[config.mk]
export PLATFORM = sky130hd
export DESIGN_NAME = tmp100_poll_ctrl
export DESIGN_NICKNAME = d
export VERILOG_FILES = /design/src/rtl/tmp100_pkg.sv /design/src/rtl/tmp100_avg4.sv /design/src/rtl/tmp100_poll_ctrl.sv
export SDC_FILE = /design/constraint.sdc
export NUM_CORES = 1
export LEC_CHECK = 0
export CORE_ASPECT_RATIO = 0.6
export CORE_MARGIN = 5
export CORE_UTILIZATION = 35
export DETAILED_ROUTE_END_ITERATION = 7
export PLACE_DENSITY = 0.54
export SLEW_MARGIN = 40
export SYNTH_ARGS = -nofsm -noshare
export SYNTH_HDL_FRONTEND = slang
export SYNTH_SLANG_ARGS = --single-unit
[constraint.sdc]
create_clock -name i2c_clk_in -period 5.25 [get_ports i2c_clk_in]
set_input_delay 0.525 -clock i2c_clk_in [delete_from_list [all_inputs] [get_ports i2c_clk_in]]
set_output_delay 0.525 -clock i2c_clk_in [all_outputs]
set_load 0.005 [all_outputs]
[src/rtl/tmp100_pkg.sv]
`timescale 1ns/1ps
// -----------------------------------------------------------------------------
// tmp100_pkg
// Shared definitions for the TMP100 polling controller.
//   - tmp100_state_t : controller FSM states
//   - TMP100 register pointers, configuration byte and I2C engine group numbers
//   - temperature LSB scale (documentation constant)
// No ports; imported by tmp100_poll_ctrl and tmp100_avg4.
// -----------------------------------------------------------------------------
package tmp100_pkg;

  typedef enum logic [2:0] {
    ST_PWRUP    = 3'd0,
    ST_CFG_GO   = 3'd1,
    ST_CFG_WAIT = 3'd2,
    ST_IDLE     = 3'd3,
    ST_RD_GO    = 3'd4,
    ST_RD_WAIT  = 3'd5
  } tmp100_state_t;

  // TMP100 pointer register values
  localparam logic [7:0] PTR_TEMP = 8'h00;
  localparam logic [7:0] PTR_CFG  = 8'h01;

  // Configuration byte: R1:R0 = 11 -> 12-bit conversion resolution
  localparam logic [7:0] CFG_DATA = 8'h60;

  // I2C engine operation groups
  localparam logic [7:0] GRP_CFG  = 8'd4;  // write CFG_DATA to PTR_CFG, then pointer back to PTR_TEMP
  localparam logic [7:0] GRP_RD   = 8'd2;  // 2-byte read of the temperature register

  // Temperature scale: one LSB of the 12-bit result is 0.0625 C (625e-4 C)
  localparam int unsigned TEMP_LSB_E4C = 625;

  // The engine samples its start strobe at half rate, so hold it for 4 cycles
  localparam logic [15:0] STAT_CYC = 16'd4;

endpackage

[src/rtl/tmp100_avg4.sv]
`timescale 1ns/1ps
// -----------------------------------------------------------------------------
// tmp100_avg4
// Keeps the last four temperature samples, produces their mean and a
// hysteretic over-temperature flag.
// Ports:
//   clk, rst         : clock, asynchronous active-high reset
//   sample_en        : a new sample is present on sample_in this cycle
//   sample_in [11:0] : signed sample, 0.0625 C/LSB
//   temp_raw  [11:0] : last sample (updates on the edge that takes sample_en)
//   temp_avg  [11:0] : floor of the mean of the 4-entry history (same edge)
//   temp_valid       : one-cycle pulse the cycle after temp_raw/temp_avg update
//   over_temp        : set at avg >= T_HI, cleared at avg <= T_LO
// -----------------------------------------------------------------------------
module tmp100_avg4
  import tmp100_pkg::*;
#(
  parameter logic signed [11:0] T_HI = 12'sd1120,
  parameter logic signed [11:0] T_LO = 12'sd1040
) (
  input  logic        clk,
  input  logic        rst,
  input  logic        sample_en,
  input  logic [11:0] sample_in,
  output logic [11:0] temp_raw,
  output logic [11:0] temp_avg,
  output logic        temp_valid,
  output logic        over_temp
);

  logic [11:0] hist_q [4];
  logic [11:0] hist_d [4];
  logic        have_q, have_d;
  logic [11:0] raw_q, raw_d;
  logic [11:0] avg_q, avg_d;
  logic        pend_q, pend_d;
  logic        valid_q, valid_d;
  logic        over_q, over_d;
  logic signed [13:0] sum_d;

  // History shift. The very first sample fills every entry so the mean is
  // meaningful immediately; later samples push the oldest entry out.
  genvar gi;
  generate
    for (gi = 0; gi < 4; gi++) begin : g_hist
      if (gi == 0) begin : g_head
        assign hist_d[gi] = sample_en ? sample_in : hist_q[gi];
      end else begin : g_tail
        assign hist_d[gi] = !sample_en ? hist_q[gi] :
                            (have_q ? hist_q[gi-1] : sample_in);
      end
    end
  endgenerate

  always_comb begin
    sum_d = '0;
    for (int i = 0; i < 4; i++) begin
      sum_d = sum_d + $signed({{2{hist_d[i][11]}}, hist_d[i]});
    end
  end

  always_comb begin
    have_d  = have_q | sample_en;
    raw_d   = sample_en ? sample_in : raw_q;
    // Dropping the two LSBs of the two's-complement sum is an arithmetic
    // shift right by 2, i.e. division by 4 rounding toward minus infinity.
    avg_d   = sample_en ? sum_d[13:2] : avg_q;
    pend_d  = sample_en;
    valid_d = pend_q;
    over_d  = over_q;
    // Compare the freshly registered mean; flag updates with temp_valid.
    if (pend_q) begin
      if ($signed(avg_q) >= T_HI) begin
        over_d = 1'b1;
      end else if ($signed(avg_q) <= T_LO) begin
        over_d = 1'b0;
      end
    end
  end

  always_ff @(posedge clk or posedge rst) begin
    if (rst) begin
      for (int i = 0; i < 4; i++) begin
        hist_q[i] <= '0;
      end
      have_q  <= 1'b0;
      raw_q   <= '0;
      avg_q   <= '0;
      pend_q  <= 1'b0;
      valid_q <= 1'b0;
      over_q  <= 1'b0;
    end else begin
      for (int i = 0; i < 4; i++) begin
        hist_q[i] <= hist_d[i];
      end
      have_q  <= have_d;
      raw_q   <= raw_d;
      avg_q   <= avg_d;
      pend_q  <= pend_d;
      valid_q <= valid_d;
      over_q  <= over_d;
    end
  end

  assign temp_raw   = raw_q;
  assign temp_avg   = avg_q;
  assign temp_valid = valid_q;
  assign over_temp  = over_q;

endmodule

[src/rtl/tmp100_poll_ctrl.sv]
`timescale 1ns/1ps
// -----------------------------------------------------------------------------
// tmp100_poll_ctrl
// Drives an I2C engine to configure a TMP100 for 12-bit conversions after
// power-up, then reads its temperature every POLL_DIV cycles.
// Ports:
//   i2c_clk_in, i2c_rst_in : clock, asynchronous active-high reset
//   poll_en                : periodic reads enabled while high
//   i2c_wr_rd, group_number: engine operation select (held through the wait)
//   i2c_stat               : engine start strobe (4 cycles)
//   i2c_wend               : engine end-of-write pulse
//   i2c_reg_out, i2c_rd_valid : engine read data and its valid pulse
//   temp_raw, temp_avg, temp_valid, over_temp : see tmp100_avg4
//   busy                   : transaction outstanding
//   err_cnt                : saturating timeout counter
// Parameters: POLL_DIV (>=2), PWRUP_DLY (>=1), TMO_CYC (>=1), T_HI, T_LO.
// -----------------------------------------------------------------------------
module tmp100_poll_ctrl
  import tmp100_pkg::*;
#(
  parameter logic [31:0]        POLL_DIV  = 32'd400000,
  parameter logic [15:0]        PWRUP_DLY = 16'd1000,
  parameter logic [15:0]        TMO_CYC   = 16'd2000,
  parameter logic signed [11:0] T_HI      = 12'sd1120,
  parameter logic signed [11:0] T_LO      = 12'sd1040
) (
  input  logic        i2c_clk_in,
  input  logic        i2c_rst_in,
  input  logic        poll_en,
  output logic        i2c_wr_rd,
  output logic [7:0]  group_number,
  output logic        i2c_stat,
  input  logic        i2c_wend,
  input  logic [15:0] i2c_reg_out,
  input  logic        i2c_rd_valid,
  output logic [11:0] temp_raw,
  output logic [11:0] temp_avg,
  output logic        temp_valid,
  output logic        over_temp,
  output logic        busy,
  output logic [7:0]  err_cnt
);

  tmp100_state_t state_q, state_d;
  logic [15:0]   tmr_q, tmr_d;        // shared by power-up, strobe and timeout timing
  logic [31:0]   poll_q, poll_d;
  logic          cfg_done_q, cfg_done_d;
  logic          stat_q, stat_d;
  logic          wr_rd_q, wr_rd_d;
  logic [7:0]    grp_q, grp_d;
  logic          busy_q, busy_d;
  logic [7:0]    err_q, err_d;

  logic          poll_hit;
  logic          tmo_hit;
  logic [7:0]    err_inc;
  logic          sample_en;
  logic          unused_lsbs;

  assign poll_hit  = cfg_done_q && (poll_q == POLL_DIV - 32'd1);
  assign tmo_hit   = (tmr_q == TMO_CYC - 16'd1);
  assign err_inc   = (err_q == 8'hFF) ? err_q : err_q + 8'd1;
  // Read data is accepted only while a read is actually outstanding.
  assign sample_en = (state_q == ST_RD_WAIT) && i2c_rd_valid;
  // At 12-bit resolution the TMP100 always returns zeros in the low nibble.
  assign unused_lsbs = ^i2c_reg_out[3:0];

  always_comb begin
    state_d    = state_q;
    tmr_d      = tmr_q;
    poll_d     = poll_q;
    cfg_done_d = cfg_done_q;
    stat_d     = stat_q;
    wr_rd_d    = wr_rd_q;
    grp_d      = grp_q;
    busy_d     = busy_q;
    err_d      = err_q;

    // Poll timer free-runs once the device is configured, independent of poll_en.
    if (cfg_done_q) begin
      poll_d = poll_hit ? 32'd0 : poll_q + 32'd1;
    end

    case (state_q)
      ST_PWRUP: begin
        if (tmr_q == PWRUP_DLY - 16'd1) begin
          state_d = ST_CFG_GO;
          tmr_d   = '0;
          stat_d  = 1'b1;
          wr_rd_d = 1'b0;
          grp_d   = GRP_CFG;
          busy_d  = 1'b1;
        end else begin
          tmr_d = tmr_q + 16'd1;
        end
      end

      ST_CFG_GO, ST_RD_GO: begin
        if (tmr_q == STAT_CYC - 16'd1) begin
          stat_d = 1'b0;
          tmr_d  = '0;
          if (state_q == ST_CFG_GO) begin
            state_d = ST_CFG_WAIT;
          end else begin
            state_d = ST_RD_WAIT;
          end
        end else begin
          tmr_d = tmr_q + 16'd1;
        end
      end

      ST_CFG_WAIT: begin
        if (i2c_wend) begin
          state_d    = ST_IDLE;
          tmr_d      = '0;
          busy_d     = 1'b0;
          cfg_done_d = 1'b1;
          poll_d     = '0;
        end else if (tmo_hit) begin
          // cfg_done stays low, so IDLE immediately retries the write
          state_d = ST_IDLE;
          tmr_d   = '0;
          busy_d  = 1'b0;
          err_d   = err_inc;
        end else begin
          tmr_d = tmr_q + 16'd1;
        end
      end

      ST_IDLE: begin
        if (!cfg_done_q) begin
          state_d = ST_CFG_GO;
          tmr_d   = '0;
          stat_d  = 1'b1;
          wr_rd_d = 1'b0;
          grp_d   = GRP_CFG;
          busy_d  = 1'b1;
        end else if (poll_hit && poll_en) begin
          state_d = ST_RD_GO;
          tmr_d   = '0;
          stat_d  = 1'b1;
          wr_rd_d = 1'b1;
          grp_d   = GRP_RD;
          busy_d  = 1'b1;
        end
      end

      ST_RD_WAIT: begin
        // i2c_wend is deliberately ignored here: a read ends on data valid.
        if (i2c_rd_valid) begin
          state_d = ST_IDLE;
          tmr_d   = '0;
          busy_d  = 1'b0;
        end else if (tmo_hit) begin
          state_d = ST_IDLE;
          tmr_d   = '0;
          busy_d  = 1'b0;
          err_d   = err_inc;
        end else begin
          tmr_d = tmr_q + 16'd1;
        end
      end

      default: begin
        state_d = ST_PWRUP;
        tmr_d   = '0;
        stat_d  = 1'b0;
        busy_d  = 1'b0;
      end
    endcase
  end

  always_ff @(posedge i2c_clk_in or posedge i2c_rst_in) begin
    if (i2c_rst_in) begin
      state_q    <= ST_PWRUP;
      tmr_q      <= '0;
      poll_q     <= '0;
      cfg_done_q <= 1'b0;
      stat_q     <= 1'b0;
      wr_rd_q    <= 1'b0;
      grp_q      <= '0;
      busy_q     <= 1'b0;
      err_q      <= '0;
    end else begin
      state_q    <= state_d;
      tmr_q      <= tmr_d;
      poll_q     <= poll_d;
      cfg_done_q <= cfg_done_d;
      stat_q     <= stat_d;
      wr_rd_q    <= wr_rd_d;
      grp_q      <= grp_d;
      busy_q     <= busy_d;
      err_q      <= err_d;
    end
  end

  assign i2c_stat     = stat_q;
  assign i2c_wr_rd    = wr_rd_q;
  assign group_number = grp_q;
  assign busy         = busy_q;
  assign err_cnt      = err_q;

  tmp100_avg4 #(
    .T_HI (T_HI),
    .T_LO (T_LO)
  ) u_avg4 (
    .clk        (i2c_clk_in),
    .rst        (i2c_rst_in),
    .sample_en  (sample_en),
    .sample_in  (i2c_reg_out[15:4]),
    .temp_raw   (temp_raw),
    .temp_avg   (temp_avg),
    .temp_valid (temp_valid),
    .over_temp  (over_temp)
  );

endmodule

==> impl_metrics.json <==
{
  "max_slew_margin": 0.4985,
  "drive_gt1_frac": 0.07947,
  "synth_cell_types": 64,
  "start_util": 0.3544,
  "ir_drop_mv": 0.1677,
  "syn_area_sq_um": 7784,
  "hold_path_class": "flip-flop to flip-flop",
  "routed_wl_microns": 17560,
  "dieArea_sq_um": 25420,
  "timing_worst_slew_pin_value_ps": 745.4,
  "worst-path-buf-inv": 3,
  "max_clock_freq_mhz": 208.0,
  "hold-worst-slack_ps": 453.1,
  "ant_nets": 0,
  "cts_buffer_depth": 2,
  "grt_max_degree": 72,
  "pin_count": 66,
  "die_h_microns": 125.5,
  "first_global_vias": 5548,
  "netSwitchingFraction": 0.2279,
  "yosys.area.top_type": "dfrtp_1",
  "final_cell_area_sq_um": 9275,
  "outcome": "finished, final reports clean",
  "async_reset_ff_frac": 1.000,
  "power_frac_clock": 0.490,
  "fp.dieW_microns": 202.5,
  "cts_inserted_buffers": 17,
  "crit_type": "flip-flop to flip-flop",
  "grt_overflow": 0,
  "postCtsSetupBuffers": 0,
  "max_stage_delay_ps": 580,
  "clockRootBuffer": "clkbuf_16",
  "first_pass_iters": 7,
  "power_density_nw_per_um2": 283.4,
  "hold_buffers": 0,
  "cts_resized": 0,
  "critical_path.top_delay_family": "compound AO/OA/AOI/OAI gates",
  "crit_arrival_ps": 5110,
  "clk_latency_ps": 430,
  "layout.nets": 953,
  "finalSetupViolations": 0,
  "routabilityCongestion": 0.7581,
  "seq_power_share": 0.451,
  "grt_first_pass_wirelength_microns": 29760,
  "routed-via-count": 5821,
  "maxCapViolCount": 0,
  "route.detailed.wl_per_inst_microns": 14.73,
  "grt_usage": 0.1443,
  "setup_tns_ps": 0,
  "synthCells": 835,
  "clock_skew_ps": 15.62,
  "p_int_mw": 2.029,
  "place_area_sq_um": 8648,
  "dp.cells": 1160,
  "drt_iter0_drc": 378,
  "finalPower_mw": 2.628,
  "cp_cell_sequence": "and2b_1, nand3_2, inv_2, a21oi_1, fa_1, inv_1, fa_1, nand3b_1, mux2i_2, fa_1, a211oi_1, o21ai_0, a31o_2, a2111oi_0, buf_4, o21a_1, o31ai_1",
  "synthTopCellsByCount": "dfrtp_1, nand2_1, nor2_1",
  "maxSlewViolCount": 0,
  "place_hpwl_microns": 12340,
  "leakagePower_nw": 4.286,
  "synth_top_area_share": 0.4501,
  "area_growth_pct": 19.16,
  "coreArea_sq_um": 21970,
  "antenna_found_initial": 0,
  "port_buffers": 55,
  "p_comb_frac": 0.059,
  "hold_violations": 0,
  "yosys_warnings": 0,
  "worstSetupEndpointType": "flip-flop",
  "layout.core_utilization": 0.4222,
  "antennaDiodeCount": 0,
  "clock_sinks": 140,
  "power.switching_mw": 0.5989,
  "synth_seq_cells": 140,
  "seq_area_frac_synth": 0.4501,
  "synth-edff-count": 0,
  "cp.required_ps": 5550,
  "fin_cells": 1192,
  "pre_cts_slack_ps": 21.49,
  "syn_avg_cell_area_sq_um": 9.322,
  "ys.flop_type": "dfrtp_1",
  "clkTransAtPathRegs_ps": 60,
  "crit_top_cell": "fa_1",
  "tritoncts": "built",
  "rows": 42,
  "synth_area_leaders": "dfrtp_1, fa_1, a21oi_1",
  "rsz0062_at_grt": "false",
  "h-tree-depth": 4,
  "drc": 0,
  "min_period_ps": 4808,
  "fin_ws_ps": 441.7,
  "post_drt_via_cell_ratio": 4.883,
  "cpMaxStageDelayCell": "fa_1",
  "post-route-period-util": 0.9159,
  "cp_max_fo": 20,
  "start_kind": "flip-flop",
  "post-synth-top-count-cell": "dfrtp_1"
}
-- sequential cells by signal, indices dropped and copies added, names as in the netlist --
name,flops
tmr_q,16
poll_q,32
busy,1
err_cnt,8
u_avg4.have_q,1
cfg_done_q,1
state_q,3
i2c_stat,1
group_number,2
u_avg4.temp_valid,1
u_avg4.hist_q,48
u_avg4.over_temp,1
u_avg4.temp_raw,12
u_avg4.temp_avg,12
u_avg4.pend_q,1
-- logic make-up after synthesis --
group,synth area share
and+or+nand+nor,0.2096
other,0.0004818
muxes,0.01093
adders and majority gates,0.08680
buffers and inverters,0.06060
xor gates and xnor gates,0.05176
DFF,0.4501
AOI/OAI and AO/OA,0.1297
-- path summary, 6_finish.rpt --
kind,startpoint,end,slack [ps],cells past startpoint
setup / recovery,state_q[1]$_DFFE_PP0P_,u_avg4.temp_avg[11]$_DFFE_PP0N_,440,17
hold / removal,u_avg4.pend_q$_DFF_PP0_,u_avg4.temp_valid$_DFF_PP0_,450,0
setup reg to reg,state_q[1]$_DFFE_PP0P_,u_avg4.temp_avg[11]$_DFFE_PP0N_,440,17
hold reg to reg,u_avg4.pend_q$_DFF_PP0_,u_avg4.temp_valid$_DFF_PP0_,450,0
max in group asynchronous,i2c_rst_in,poll_q[22]$_DFF_PP0_,3680,3
min in group asynchronous,i2c_rst_in,poll_q[29]$_DFF_PP0_,590,2
-- final cells by class --
| cell class | count | area (sq um) |
|---|---|---|
| flip-flops and latches | 140 | 3503 |
| clock buffers | 25 | 485.5 |
| fillers | 2177 | 12690 |
| clock inverters | 7 | 135.1 |
| inverters | 61 | 234.0 |
| multi-input cells | 598 | 3846 |
| well taps | 286 | 357.8 |
| repair buffers | 75 | 713.2 |
-- layout by cell type (no fill, tap or decap), types with 7 or more instances in the layout --
cell type / Yosys / final
xor2_1: 32 / 32
clkdlybuf4s50_1: 0 / 55
a31oi_1: 11 / 10
nor2_1: 90 / 90
ha_1: 14 / 14
fa_1: 25 / 25
buf_4: 9 / 19
a21oi_1: 86 / 86
and3_1: 8 / 8
nor3_1: 11 / 11
nor4_1: 11 / 9
and2_1: 13 / 13
nand3_1: 21 / 21
nand2b_1: 7 / 7
nand4_1: 16 / 16
nor2b_1: 15 / 15
xnor2_1: 14 / 14
o21ai_0: 23 / 23
clkbuf_16: 0 / 17
and4_1: 8 / 8
nand2_1: 106 / 106
inv_1: 60 / 59
dfrtp_1: 140 / 140
-- layer usage --
metal / wire length [microns] / part of all wire / track usage
met1: 10050 / 0.57 / 0.2403
met2: 6659 / 0.38 / 0.1792
met3: 738 / 0.042 / 0.04037
met4: 120 / 0.0068 / 0.03111
met5: 0 / 0 / 0
-- power groups by stage --
stage | sequential [mW] | clock [mW] | combinational, mW
2_1_floorplan | 1.19 | 0 | 0.127
3_3_place_gp | 1.20 | 0 | 0.154
3_5_place_dp | 1.20 | 0 | 0.158
4_1_cts | 1.18 | 1.32 | 0.158
5_1_grt | 1.19 | 1.37 | 0.182
6_report | 1.19 | 1.29 | 0.155
(Power assumes the default switching activity.)
